[src/rtl/sram_controller_if.sv]
// sram_controller_if: host request/response handshake bundle for sram_controller.
interface sram_controller_if #(
    parameter int ADR = 8,
    parameter int DAT = 8
);
    logic           req_valid;
    logic           req_ready;
    logic           req_write;
    logic [ADR-1:0] req_addr;
    logic [DAT-1:0] req_data;
    logic           rsp_valid;
    logic           rsp_err;
    logic [DAT-1:0] rsp_data;
    modport master (
        output req_valid, req_write, req_addr, req_data,
        input  req_ready, rsp_valid, rsp_err, rsp_data
    );
    modport slave (
        input  req_valid, req_write, req_addr, req_data,
        output req_ready, rsp_valid, rsp_err, rsp_data
    );
endinterface

[src/rtl/sram_controller.sv]
// sram_controller: single-request host initiator for a synchronous single-port SRAM with registered strobes.
module sram_controller #(
    parameter int ADR  = 8,
    parameter int DAT  = 8,
    parameter int DPTH = 8
) (
    input  logic                 clk,
    input  logic                 rst_n,
    sram_controller_if.slave     bus,
    output logic                 chip_select_o,
    output logic                 write_enable_o,
    output logic                 read_enable_o,
    output logic [ADR-1:0]       addr_o,
    output logic [DAT-1:0]       data_in_o,
    input  logic [DAT-1:0]       data_out_i
);
    typedef enum logic [1:0] {IDLE, WRITE, READ, CAPTURE} state_t;
    // One extra bit so DPTH == 2**ADR still compares correctly.
    localparam logic [ADR:0] DEPTH = (ADR+1)'(DPTH);
    state_t         state_q, state_d;
    logic           cs_q, cs_d, we_q, we_d, re_q, re_d;
    logic           rsp_valid_q, rsp_valid_d, rsp_err_q, rsp_err_d;
    logic [ADR-1:0] addr_q, addr_d;
    logic [DAT-1:0] din_q, din_d, rsp_data_q, rsp_data_d;
    logic           accept, in_range;
    assign accept   = bus.req_valid && state_q == IDLE;
    assign in_range = {1'b0, bus.req_addr} < DEPTH;
    always_comb begin
        state_d     = state_q;
        cs_d        = 1'b0;
        we_d        = 1'b0;
        re_d        = 1'b0;
        addr_d      = addr_q;
        din_d       = din_q;
        rsp_valid_d = 1'b0;
        rsp_err_d   = 1'b0;
        rsp_data_d  = rsp_data_q;
        case (state_q)
            IDLE: if (accept) begin
                if (!in_range) begin
                    rsp_valid_d = 1'b1;
                    rsp_err_d   = 1'b1;
                    rsp_data_d  = '0;
                end else begin
                    cs_d    = 1'b1;
                    we_d    = bus.req_write;
                    re_d    = !bus.req_write;
                    addr_d  = bus.req_addr;
                    din_d   = bus.req_write ? bus.req_data : din_q;
                    state_d = bus.req_write ? WRITE : READ;
                end
            end
            WRITE: begin
                rsp_valid_d = 1'b1;
                rsp_data_d  = '0;
                state_d     = IDLE;
            end
            READ: state_d = CAPTURE;
            CAPTURE: begin
                rsp_valid_d = 1'b1;
                rsp_data_d  = data_out_i;
                state_d     = IDLE;
            end
            default: state_d = IDLE;
        endcase
    end
    always_ff @(posedge clk or negedge rst_n) begin
        if (!rst_n) begin
            state_q     <= IDLE;
            cs_q        <= 1'b0;
            we_q        <= 1'b0;
            re_q        <= 1'b0;
            addr_q      <= '0;
            din_q       <= '0;
            rsp_valid_q <= 1'b0;
            rsp_err_q   <= 1'b0;
            rsp_data_q  <= '0;
        end else begin
            state_q     <= state_d;
            cs_q        <= cs_d;
            we_q        <= we_d;
            re_q        <= re_d;
            addr_q      <= addr_d;
            din_q       <= din_d;
            rsp_valid_q <= rsp_valid_d;
            rsp_err_q   <= rsp_err_d;
            rsp_data_q  <= rsp_data_d;
        end
    end
    assign bus.req_ready  = state_q == IDLE;
    assign bus.rsp_valid  = rsp_valid_q;
    assign bus.rsp_err    = rsp_err_q;
    assign bus.rsp_data   = rsp_data_q;
    assign chip_select_o  = cs_q;
    assign write_enable_o = we_q;
    assign read_enable_o  = re_q;
    assign addr_o         = addr_q;
    assign data_in_o      = din_q;
endmodule

[src/flat_wrapper.sv]
// flat-port wrapper written by rule: the top's interface ports become plain ports
module sram_controller_flat 
#(
    parameter int ADR  = 8,
    parameter int DAT  = 8,
    parameter int DPTH = 8
)
  (clk, rst_n, chip_select_o, write_enable_o, read_enable_o, addr_o, data_in_o, data_out_i, bus_req_valid, bus_req_write, bus_req_addr, bus_req_data, bus_req_ready, bus_rsp_valid, bus_rsp_err, bus_rsp_data);
  sram_controller_if #(.ADR(ADR), .DAT(DAT)) bus_i ();
  input  logic clk;
  input  logic rst_n;
  output logic chip_select_o;
  output logic write_enable_o;
  output logic read_enable_o;
  output logic [ADR-1:0] addr_o;
  output logic [DAT-1:0] data_in_o;
  input  logic [DAT-1:0] data_out_i;
  input wire logic [$bits(bus_i.req_valid)-1:0] bus_req_valid;
  input wire logic [$bits(bus_i.req_write)-1:0] bus_req_write;
  input wire logic [$bits(bus_i.req_addr)-1:0] bus_req_addr;
  input wire logic [$bits(bus_i.req_data)-1:0] bus_req_data;
  output wire logic [$bits(bus_i.req_ready)-1:0] bus_req_ready;
  output wire logic [$bits(bus_i.rsp_valid)-1:0] bus_rsp_valid;
  output wire logic [$bits(bus_i.rsp_err)-1:0] bus_rsp_err;
  output wire logic [$bits(bus_i.rsp_data)-1:0] bus_rsp_data;
  assign bus_i.req_valid = bus_req_valid;
  assign bus_i.req_write = bus_req_write;
  assign bus_i.req_addr = bus_req_addr;
  assign bus_i.req_data = bus_req_data;
  assign bus_req_ready = bus_i.req_ready;
  assign bus_rsp_valid = bus_i.rsp_valid;
  assign bus_rsp_err = bus_i.rsp_err;
  assign bus_rsp_data = bus_i.rsp_data;
  sram_controller #(.ADR(ADR), .DAT(DAT), .DPTH(DPTH)) u_core (.clk(clk), .rst_n(rst_n), .bus(bus_i), .chip_select_o(chip_select_o), .write_enable_o(write_enable_o), .read_enable_o(read_enable_o), .addr_o(addr_o), .data_in_o(data_in_o), .data_out_i(data_out_i));
endmodule
[config.mk]
export PLATFORM = sky130hd
export DESIGN_NAME = sram_controller_flat
export DESIGN_NICKNAME = d
export VERILOG_FILES = /design/src/rtl/sram_controller_if.sv /design/src/rtl/sram_controller.sv /design/src/flat_wrapper.sv
export SDC_FILE = /design/constraint.sdc
export NUM_CORES = 1
export LEC_CHECK = 0
export CAP_MARGIN = 5
export CORE_MARGIN = 4
export CORE_UTILIZATION = 39
export DETAILED_ROUTE_END_ITERATION = 10
export GPL_ROUTABILITY_DRIVEN = 0
export PLACE_DENSITY = 0.75
export RECOVER_POWER = 25
export REMOVE_ABC_BUFFERS = 1
export SETUP_SLACK_MARGIN = 0.15
export SLEW_MARGIN = 15
export SYNTH_ARGS = -nofsm -noshare
export SYNTH_HDL_FRONTEND = slang
export SYNTH_SLANG_ARGS = --single-unit
export TNS_END_PERCENT = 5
[constraint.sdc]
create_clock -name clk -period 2 [get_ports clk]
set_clock_uncertainty 0.2 [all_clocks]
set_input_delay 0.5 -clock clk [delete_from_list [all_inputs] [get_ports clk]]
set_output_delay 0.5 -clock clk [all_outputs]
set_load 0.02 [all_outputs]
==> results of run 1 <==
## layer usage
| layer | track usage [%] | routed length [um] | part of all wire [%] |
|---|---|---|---|
| met1 | 17.1 | 1190 | 43 |
| met2 | 23.3 | 1290 | 46 |
| met3 | 6.39 | 264 | 9.5 |
| met4 | 4.85 | 36 | 1.3 |
| met5 | 0 | 0 | 0 |
## worst max-delay path, delay by kind of cell
kind | cells | cell delay, ns
buffers and inverters | 1 | 0.43
AND/OR/NAND/NOR | 3 | 0.93
## final cells by class
class / instances / share of cell area (%)
sequential: 31 / 40.8
clock buffer: 6 / 2.17
multi-input combinational: 42 / 21.4
timing repair buffer: 68 / 32.9
tap: 31 / 2.04
inverter: 3 / 0.593
## cell families after synthesis
family / Yosys count / share of synthesized area, %
flip-flops: 31 / 64.5
AND/OR/NAND/NOR: 19 / 13.2
AO/OA/AOI/OAI: 12 / 9.37
multiplexers: 11 / 10.3
buffers and inverters: 6 / 2.60
## flip-flops by register name, summed over array words and instances (netlist names)
register,cells
u_core.state_q,2
u_core.write_enable_o,1
u_core.read_enable_o,1
u_core.chip_select_o,1
u_core.bus.rsp_err,1
u_core.addr_o,8
u_core.bus.rsp_valid,1
u_core.data_in_o,8
u_core.bus.rsp_data,8
## stage by stage
step | util, % | area, um^2
global route | 66.6 | 1900
CTS | 65.5 | 1870
global placement | 65.4 | 1870
detailed placement | 65.4 | 1870
floorplan | - | 1180
finish | 66.6 | 1900
## power groups by stage
stage / clock network (mW) / logic (mW) / registers, mW
global placement: 0 / 0.450 / 0.735
floorplan: 0 / 0.111 / 0.815
global route: 0.363 / 0.448 / 0.728
detailed placement: 0 / 0.457 / 0.736
finish: 0.312 / 0.417 / 0.721
CTS: 0.331 / 0.408 / 0.722
## path summary, 6_finish.rpt
kind | cells past startpoint | from | endpoint
setup / recovery | 4 | bus_req_addr[7] | u_core.read_enable_o
setup reg to reg | 4 | u_core.state_q[0] | u_core.read_enable_o
max in group asynchronous | 2 | rst_n | u_core.data_in_o[2]
min in group asynchronous | 2 | rst_n | u_core.write_enable_o
hold reg to reg | 1 | u_core.addr_o[6] | u_core.addr_o[6]
hold / removal | 1 | u_core.addr_o[6] | u_core.addr_o[6]
## synthesized netlist by cell type
cell,n,area share [%]
a21boi_0,1,0.62
a21o_1,1,0.62
a32o_1,8,6.7
a41oi_1,2,1.5
and2_2,3,1.9
and2b_1,2,1.2
and3_1,1,0.52
buf_1,1,0.31
buf_2,1,0.42
buf_6,1,0.94
clkinv_1,1,0.31
dfrtp_1,31,65
inv_1,2,0.62
mux2_2,11,10
nand2_1,1,0.31
nand2b_1,1,0.52
nand4_4,1,1.8
nor2_1,3,0.94
nor2b_1,3,1.6
nor3b_2,1,1.0
nor4_2,1,1.0
nor4_4,1,1.8
or4_1,1,0.62
## what timing repair did
action / 4_1_cts / 5_1_grt
pin swaps: 1 / 2
resized for setup: 34 / 8
setup endpoints to repair: 49 / 20
buffers inserted: 0 / 1
==> results.txt, run 1 <==
status - finished, final reports clean
crit path cell chain - clkdlybuf4s50_1 -> or4_1 -> nor4_2 -> and2_2
max_cap viols - 0
Worst-path clk slew - 0.09 ns
Initial Utilization - 42.1%
largest net degree at the start of global routing - 32
RSZ-0062 raised after global routing - no
Boundary Pins - 58
slowest cell on the critical path - or4_1
Setup crit start kind - input pin
multi-input logic area - 407 um^2
H-tree levels - 2
crit-path max FO - 3
synthesized area - 1200 um^2
post-place setup slack - -0.306 ns
Total GRT Usage - 14.4%
# hold bufs at CTS - 0
row count - 19
via-per-instance ratio - 5.14
final worst-path setup slack - 0.209 ns
First DRT Iteration DRCs - 71
clock buffer depth - 2
die area - 4040 um^2
DP HPWL - 2050 um
number of buffers created by CTS - 5
most common cell after layout, fill and taps aside - dfrtp_1
Worst-Margin Slew - 0.742 ns
DRT Pass-1 Iters - 4
Critical Path Max Stage Delay - 0.53 ns
Worst Path Required - 2.07 ns
DRT Wirelength - 2790 um
most frequent cells in the layout - 31 x dfrtp_1, 29 x dlygate4sd2_1, 21 x clkdlybuf4s50_1
power share of the sequential group - 49.7%
max-slew violation count - 0
switching power - 437 uW
core area - 2850 um^2
Leak - 1.05 nW
ANT nets after route - 0
die height - 63.5 um
vias in the first global route - 959
placed insts - 174
synthesized area per cell - 15.2 um^2
Logic pwr share - 28.8%
area grow syn2layout - 58.0%
Sw Share - 30.1%
Tcrit/Tclk final - 89.5%
PortBufs - 57
first-pass GRT wire length - 4510 um
Worst-Skew Late Latency - 0.31 ns
Register Area - 776 um^2
VDD IR-drop max - 0.511 mV
PwrDens - 764 nW/um^2
R2R Setup Slk - 0.27 ns
total congestion overflow - 0
die width - 63.5 um
critical path arrival - 1.86 ns
Hold Slack - 0.296 ns
internal power - 1.01 mW
highest clock rate - 558 MHz
setup TNS - 0 ns
antenna violations before repair - 0
# nets final - 179
power after layout - 1.45 mW
fill cell count - 235
Root Buffer - clkbuf_4
clock share of power - 21.5%
worst setup path category - in -> reg
layout cells sized above 1 - 24.0%
Antenna diodes - 0
Post-Synthesis Cells - 79
Worst setup EP type - flip-flop
Setup violations, final - 0
Hold Vio Cnt, Final - 0
routed via count - 930
post-synthesis register bit count - 31
Synth cell types - 23
DR DRC count - 0
post-synthesis sequential area ratio - 64.5%
crit path time final - 1.79 ns
Cell Count, Final, Fillers Out - 181
Hold Crit Class - reg -> reg
clock sinks - 31
Slew HR - 50.5%
Ys Warns - 0
Routed WL per cell - 15.4 um
TritonCTS clock tree - done
Note: power is estimated with default switching activity, not from simulation.
==> run 2: changes to the inputs <==
--- a/config.mk
+++ b/config.mk
@@ -7,10 +7,12 @@
 export LEC_CHECK = 0
 export CAP_MARGIN = 5
 export CORE_MARGIN = 4
-export CORE_UTILIZATION = 39
+export CORE_UTILIZATION = 41
+export CTS_BUF_LIST = sky130_fd_sc_hd__clkbuf_4
+export CTS_CLUSTER_SIZE = 14
 export DETAILED_ROUTE_END_ITERATION = 10
 export GPL_ROUTABILITY_DRIVEN = 0
-export PLACE_DENSITY = 0.75
+export PLACE_DENSITY = 0.79
 export RECOVER_POWER = 25
 export REMOVE_ABC_BUFFERS = 1
 export SETUP_SLACK_MARGIN = 0.15
==> results.txt, run 2 (synthesized netlist as in run 1, its figures left out) <==
status - finished, final reports clean
PwrDens - 790 nW/um^2
die area - 3860 um^2
met3 usage - 7.39%
largest net degree at the start of global routing - 32
M2 GR Usage - 24.0%
Worst-Skew Late Latency - 0.33 ns
# nets final - 179
Boundary Pins - 58
Worst Path Required - 1.30 ns
VDD IR-drop max - 0.607 mV
Worst-Margin Slew - 0.735 ns
routed via count - 934
Setup crit start kind - flip-flop
clock sinks - 31
crit path time final - 1.82 ns
fin area - 1920 um^2
max_cap viols - 0
DRT Wirelength - 2910 um
most frequent cells in the layout - 32 x dlygate4sd2_1, 31 x dfrtp_1, 21 x clkdlybuf4s50_1
final worst-path setup slack - 0.178 ns
Hold Crit Class - reg -> reg
RSZ-0062 raised after global routing - yes
total congestion overflow - 0
DR DRC count - 0
critical path arrival - 1.12 ns
die height - 62.2 um
power after layout - 1.51 mW
via-per-instance ratio - 5.10
max-slew violation count - 0
ANT nets after route - 0
First DRT Iteration DRCs - 34
Routed WL per cell - 15.9 um
Worst setup EP type - primary output
most common cell after layout, fill and taps aside - dlygate4sd2_1
global routing usage on met1 - 19.7%
crit-path max FO - 6
Worst-path clk slew - 0.11 ns
Initial Utilization - 43.2%
core area - 2780 um^2
first-pass GRT wire length - 4940 um
Setup violations, final - 0
Hold Slack - 0.288 ns
highest clock rate - 549 MHz
DRT Pass-1 Iters - 4
Hold Vio Cnt, Final - 0
Antenna diodes - 0
clock buffer depth - 2
Root Buffer - clkbuf_4
PortBufs - 57
vias in the first global route - 1009
Leak - 1.03 nW
layout cells sized above 1 - 25.7%
antenna violations before repair - 0
Tcrit/Tclk final - 91.1%
Area after DPL - 1870 um^2
post-place setup slack - -0.302 ns
number of buffers created by CTS - 5
GRT busiest layer - met2
Total GRT Usage - 15.7%
H-tree levels - 2
fill cell count - 228
TritonCTS clock tree - done
die width - 62.2 um
DP HPWL - 2210 um
worst setup path category - reg -> out
row count - 19
Slew HR - 51.0%
area grow syn2layout - 59.4%
-- run 2: cell types whose count changed in the layout (fill, tap and decap cells not counted), sizes merged --
cell          previous run  this run
clkinv                   1         2
dlygate4sd2             29        32
dlymetal6s2s             5         2
clkinvlp                 0         1
-- run 2: stage by stage --
step	TNS [ns]	instances	utilization, %
floorplan	0	76	-
global placement	-5.83	174	67.1
detailed placement	-6.42	174	67.1
CTS	0	182	67.7
global route	0	183	68.9
finish	0	183	68.9
-- run 2: repair_timing --
action,CTS,global route
hold buffers,0,0
endpoints found under the setup margin,51,19
resized for setup,38,6
cloned,0,0
pin swaps,1,2
setup buffers,0,1
-- run 2: critical path, stage by stage (launching register included) --
cell,delay (ns)
dfrtp_1,0.47
nor2_1,0.14
buf_2,0.18
-- run 2: routing by layer --
metal | vias up | part of all wire [%]
met5 | - | 0
met4 | 0 | 0.89
met3 | 4 | 10
met2 | 51 | 47
met1 | 446 | 42
li1 | 433 | -
-- run 2: area by class of cell --
cell class | instances | area [um^2] | area share, %
Clock inverter | 2 | 12.5 | 0.653
Multi-Input combinational cell | 42 | 419 | 21.9
Timing Repair Buffer | 68 | 614 | 32.0
Clock buffer | 6 | 45.0 | 2.35
Sequential cell | 31 | 776 | 40.5
Tap cell | 31 | 38.8 | 2.02
Inverter | 3 | 11.3 | 0.587
-- run 2: path summary, 6_finish.rpt --
check	start	endpoint	slack (ns)	cells past startpoint
worst max-delay path	u_core.state_q[1]	bus_req_ready	0.18	2
worst min-delay path	u_core.addr_o[3]	u_core.addr_o[3]	0.29	1
worst max register to register	u_core.state_q[0]	u_core.addr_o[0]	0.22	5
worst min register to register	u_core.addr_o[3]	u_core.addr_o[3]	0.29	1
max in group asynchronous	rst_n	u_core.data_in_o[1]	0.58	2
min in group asynchronous	rst_n	u_core.bus.rsp_data[2]	0.55	2
-- run 2: power breakdown --
part	internal, mW	switching, mW
Sequential	0.693	0.0388
Combinational	0.197	0.218
Clock	0.149	0.218
==> run 3: changes to the inputs <==
--- a/config.mk
+++ b/config.mk
@@ -16,7 +16,7 @@
 export RECOVER_POWER = 25
 export REMOVE_ABC_BUFFERS = 1
 export SETUP_SLACK_MARGIN = 0.15
-export SLEW_MARGIN = 15
+export SLEW_MARGIN = 20
 export SYNTH_ARGS = -nofsm -noshare
 export SYNTH_HDL_FRONTEND = slang
 export SYNTH_SLANG_ARGS = --single-unit
==> results of run 3 <==
Final layout, timing and power as in run 2 (identical DEF).
